File: src/rtl/square_wave_gen.sv
// Square-wave generator with a valid/ready period load, boundary-aligned period
// changes, a graceful stop at the end of the running period, and a lock indicator.
module square_wave_gen #(
   parameter int COUNTER_WIDTH = 18,
   parameter int MIN_PERIOD    = 2,
   parameter int STABLE_CYCLES = 4
) (
   input  logic                     clk,
   input  logic                     rst_n,
   input  logic                     enable,
   input  logic [COUNTER_WIDTH-1:0] period_in,
   input  logic                     period_valid,
   output logic                     period_ready,
   output logic                     signal_out,
   output logic                     edge_pulse,
   output logic [COUNTER_WIDTH-1:0] period,
   output logic                     locked
);

   localparam int LW = $clog2(STABLE_CYCLES + 1);
   localparam logic [COUNTER_WIDTH-1:0] MIN_P   = COUNTER_WIDTH'(MIN_PERIOD);
   localparam logic [LW-1:0]            LOCK_MAX = LW'(STABLE_CYCLES);

   typedef enum logic [1:0] {IDLE, RUN, STOP} state_t;

   state_t                   state, state_next;
   logic [COUNTER_WIDTH-1:0] cnt, cnt_next;
   logic [COUNTER_WIDTH-1:0] pending, period_next;
   logic [COUNTER_WIDTH-1:0] high_len, clamped;
   logic                     pend_flag, pend_clear;
   logic                     signal_next, edge_next;
   logic [LW-1:0]            lock_cnt, lock_next;
   logic                     boundary, accept;

   assign accept       = period_valid && !pend_flag;
   assign period_ready = !pend_flag;
   assign clamped      = (period_in < MIN_P) ? MIN_P : period_in;
   assign high_len     = period - (period >> 1);
   assign boundary     = (state != IDLE) && (cnt == period - COUNTER_WIDTH'(1));
   assign locked       = (lock_cnt == LOCK_MAX);

   always_ff @(posedge clk or negedge rst_n) begin
      if (!rst_n) state <= IDLE;
      else        state <= state_next;
   end

   // STOP only falls back to IDLE once the period in flight has completed.
   always_comb begin
      state_next = state;
      case (state)
         IDLE:    if (enable && period != '0) state_next = RUN;
         RUN:     if (!enable) state_next = STOP;
         STOP:    if (enable) state_next = RUN;
                  else if (boundary) state_next = IDLE;
         default: state_next = IDLE;
      endcase
   end

   always_comb begin
      cnt_next    = cnt;
      signal_next = signal_out;
      edge_next   = 1'b0;
      period_next = period;
      pend_clear  = 1'b0;
      lock_next   = lock_cnt;
      if (state == IDLE) begin
         cnt_next    = '0;
         signal_next = 1'b0;
         lock_next   = '0;
         if (pend_flag) begin
            period_next = pending;
            pend_clear  = 1'b1;
         end
         if (state_next == RUN) begin
            signal_next = 1'b1;
            edge_next   = 1'b1;
         end
      end else if (boundary) begin
         // A pending period only ever lands here, so every period is whole.
         cnt_next = '0;
         if (pend_flag) begin
            period_next = pending;
            pend_clear  = 1'b1;
            lock_next   = '0;
         end else if (lock_cnt != LOCK_MAX) begin
            lock_next = lock_cnt + LW'(1);
         end
         if (state_next == IDLE) begin
            signal_next = 1'b0;
            lock_next   = '0;
         end else begin
            signal_next = 1'b1;
            edge_next   = 1'b1;
         end
      end else begin
         cnt_next    = cnt + COUNTER_WIDTH'(1);
         signal_next = ((cnt + COUNTER_WIDTH'(1)) < high_len);
      end
   end

   always_ff @(posedge clk or negedge rst_n) begin
      if (!rst_n) begin
         cnt        <= '0;
         period     <= '0;
         pending    <= '0;
         pend_flag  <= 1'b0;
         signal_out <= 1'b0;
         edge_pulse <= 1'b0;
         lock_cnt   <= '0;
      end else begin
         cnt        <= cnt_next;
         period     <= period_next;
         signal_out <= signal_next;
         edge_pulse <= edge_next;
         lock_cnt   <= lock_next;
         if (accept) begin
            pending   <= clamped;
            pend_flag <= 1'b1;
         end else if (pend_clear) begin
            pend_flag <= 1'b0;
         end
      end
   end

endmodule

File: config.mk
export PLATFORM = sky130hd
export DESIGN_NAME = square_wave_gen
export DESIGN_NICKNAME = d
export VERILOG_FILES = /design/src/rtl/square_wave_gen.sv
export SDC_FILE = /design/constraint.sdc
export NUM_CORES = 1
export LEC_CHECK = 0
export CORE_UTILIZATION = 55
export CTS_CLUSTER_DIAMETER = 80
export CTS_CLUSTER_SIZE = 24
export DETAILED_ROUTE_END_ITERATION = 7
export PLACE_DENSITY = 0.77
export SYNTH_ARGS = -nofsm -noshare
export SYNTH_HDL_FRONTEND = slang
export SYNTH_SLANG_ARGS = --single-unit
File: constraint.sdc
create_clock -name clk -period 4.01 [get_ports clk]
set_clock_uncertainty 0.05 [all_clocks]
set_input_delay 0.6015 -clock clk [delete_from_list [all_inputs] [get_ports clk]]
set_output_delay 0.6015 -clock clk [all_outputs]
set_load 0.02 [all_outputs]
==> impl_metrics.toml <==
[sta]
period_share_pct = 91.7
worst_pin_slew_ps = 874
setup_viol = 0
fin_tns_setup_ps = 0
hold_viol_final = 0
rsz0062_at_grt = "no"
relSlewSlack_pct = 41.7
min_period_ps = 3680
setup_ws_ps = 334
report.final.slew_viol_count = 0
max_clock_freq_ghz = 0.272

[grt]
antenna_found_initial = 0
grtUsageTotal_pct = 27.2
grt_first_pass_wirelength_um = 18900
grt_use_met3_pct = 4.66
grt_util_met1_pct = 35.3
use_met2_pct = 46.1
grt.busiest_layer = "met2"
grt_max_degree = 40
grt_pass1_vias = 3923
overflow = 0

[worst_setup_path]
critical_path.max_stage_delay_ps = 450
worstPathCellList = "inv_1, ha_1, or2_2, a221oi_2, o211a_1, o41ai_4, o31ai_1, buf_4, a2111oi_0, a211oi_1, ha_1, nand4_1, nand4b_1, a31oi_1, o21bai_1"
timing.rr.start = "period[2]"
cp_top_family = "compound AO/OA/AOI/OAI gates"
cpMostUsedCell = "ha_1"
critPathBufInv = 2
start_kind = "flop"
reg2reg_to = "signal_out"
arrival_ps = 3870
worst-r2r-setup-slack_ps = 330
path_class = "flop to flop"
cp_max_fo = 5
crit_slowest_cell = "dfrtp_1"
worstPathRequired_ps = 4200
worst-r2r-cell-count = 15
end_kind = "flop"

[synth]
synthMuxAreaShare_pct = 8.50
synthTopCellsByCount = "62 x dfrtp_1, 57 x ha_1, 40 x inv_1, 33 x xnor2_1, 25 x nand2_1"
synth_top_cell_area_share_pct = 31.8
synth_area_sq_um = 4880
ys_seq_elements = 62
synth.most_common_cell = "dfrtp_1"
netlist_instances = 496
ys_types = 62
synth_xor_area_share_pct = 10.9
yosys.area_share.simple_pct = 17.6
synth_compound_area_share_pct = 11.9
synth_area_leaders = "dfrtp_1 32%, ha_1 15%, xnor2_1 5.9%"
synth.avg_cell_area_sq_um = 9.85
synthAdderAreaFrac_pct = 15.0
synth_flop_cell = "dfrtp_1"
yosysWarnings = 0
seq_area_frac_synth_pct = 31.8
synth_edf_count = 0
synthArstFlopShare_pct = 100
synth_largest_area_cell = "dfrtp_1"
synth_top_family_by_area = "simple AND/OR/NAND/NOR gates"
syn-num-nets = 576

[clock_tree]
clkTransAtPathRegs_ps = 90
clock-root-buffer = "clkbuf_8"
post_cts_resized = 0
cts-buffers-inserted = 9
cts-htree-levels = 3
cts_tree = "built"
clockBufferDepth = 2
clock-sinks = 62
cts_hold_buffers = 0
clk_latency_ps = 350
post_cts_buffers = 0

[power]
irDropWorstVdd_v = 0.000420
powerDensity_nw_per_um2 = 857
p_leak_nw = 2.64

[placement]
dp_hpwl_um = 8710
io_buffers = 43
dpl_worst_slack_ps = 242
dp.cells = 641
routabilityCongestion = 0.882

[cells_and_area]
filler_cell_count = 696
utilization_pct = 64.9
instances_no_fill = 657
area_growth_pct = 15.2
nNetsFinal = 624
regArea_sq_um = 1550
drive_gt1_share_pct = 11.7
num_antenna_cells = 0
multiInputGateArea_sq_um = 3140

[detailed_routing]
ant_nets = 0
wl_per_cell_um = 17.7
num_vias = 3955
viasPerCell = 6.02
drc = 0
routed_wl_um = 11600
drtPass1Iterations = 5
drt_iter0_markers = 175

[run_status]
status = "complete, no violations"

[floorplan]
fp.dieArea_sq_um = 9260
ios = 44
std_cell_rows = 34
start_util_pct = 56.3
coreArea_sq_um = 8680
die_w_um = 96.2
dieHeight_um = 96.2

[job]
drv_cap = 0

[hold_path]
hold_path.class = "primary input to asynchronous set/reset pin"
[where the power goes]
| part | leakage (nW) | switching, mW | internal (mW) |
|---|---|---|---|
| logic | 1.78 | 1.71 | 1.48 |
| registers | 0.772 | 0.249 | 0.799 |
| clock network | 0.0895 | 0.292 | 0.292 |
[worst max path at each step]
stage	depth (start not counted)	slack [ps]	from	end
floorplan	15	470	period[2]	signal_out
global placement	15	450	period[1]	signal_out
detailed placement	14	240	period[6]	signal_out
CTS	14	200	period[6]	signal_out
global route	15	70	period[2]	signal_out
finish	15	330	period[2]	signal_out
[logic make-up (layout without fill, tap and decap cells)]
| family | after synthesis | after routing |
|---|---|---|
| XOR/XNOR | 56 | 56 |
| adder cells (fa/ha/maj) | 58 | 58 |
| AO/OA/AOI/OAI | 81 | 81 |
| multiplexers | 34 | 34 |
| flip-flops | 62 | 62 |
| buffers and inverters | 50 | 103 |
| AND/OR/NAND/NOR | 155 | 155 |
[worst register-to-register path, cell delays in order (launching register included)]
cell       delay (ps)
dfrtp_1           450
inv_1             140
ha_1              290
or2_2             300
a221oi_2          280
o211a_1           290
o41ai_4           100
o31ai_1           350
buf_4             180
a2111oi_0          80
a211oi_1          250
ha_1              190
nand4_1           130
nand4b_1          200
a31oi_1           210
o21bai_1           90
[through the flow]
stage          power, mW  hold slack (ps)  area, sq um
6_report            4.82              313         5630
5_1_grt             5.22              383         5630
4_1_cts             4.72              343         5610
3_5_place_dp        4.11              421         5410
3_3_place_gp        4.00              430         5410
2_1_floorplan       3.30              256         4880
[placed cells by master (no fill, tap or decap), types with 3 or more instances in the layout]
cell type and count:
nor4_1 6, or2_2 3, nor2b_1 4, inv_1 40
xnor2_1 33, buf_4 4, and3_1 8, clkinvlp_4 3
mux2_4 9, nand3_1 17, ha_1 57, nand2_1 25
a21oi_1 17, nor2_1 23, clkdlybuf4s50_1 42, nor3_1 7
clkbuf_8 9, nand3b_1 3, and2_1 17, nor3b_1 3
o21a_1 4, o21ai_0 9, dfrtp_1 61, xor2_1 20
or3_1 9, a31oi_1 6, nand4_1 13, a2111oi_0 4
a21o_1 7, a211oi_1 4, nand2b_1 7, o21bai_1 6
mux2_2 24
[cell type report]
class / count / share of cell area, %
Sequential cell: 62 / 27.6
Timing Repair Buffer: 47 / 8.09
Tap cell: 108 / 2.40
Clock buffer: 10 / 2.27
Multi-Input combinational cell: 384 / 55.7
Clock inverter: 6 / 1.24
Inverter: 40 / 2.67
[layer usage]
layer / vias up / routed length [um]
li1: 1862 / -
met1: 1943 / 5200
met2: 123 / 5680
met3: 27 / 497
met4: 0 / 217
met5: - / 0
[sequential cells by signal, summed over array words and instances (netlist names)]
signal	flops
lock_cnt	3
edge_pulse	1
pend_flag	1
pending	18
period	18
state	2
cnt	18
signal_out	1
Note: power is estimated with default switching activity, not from simulation.
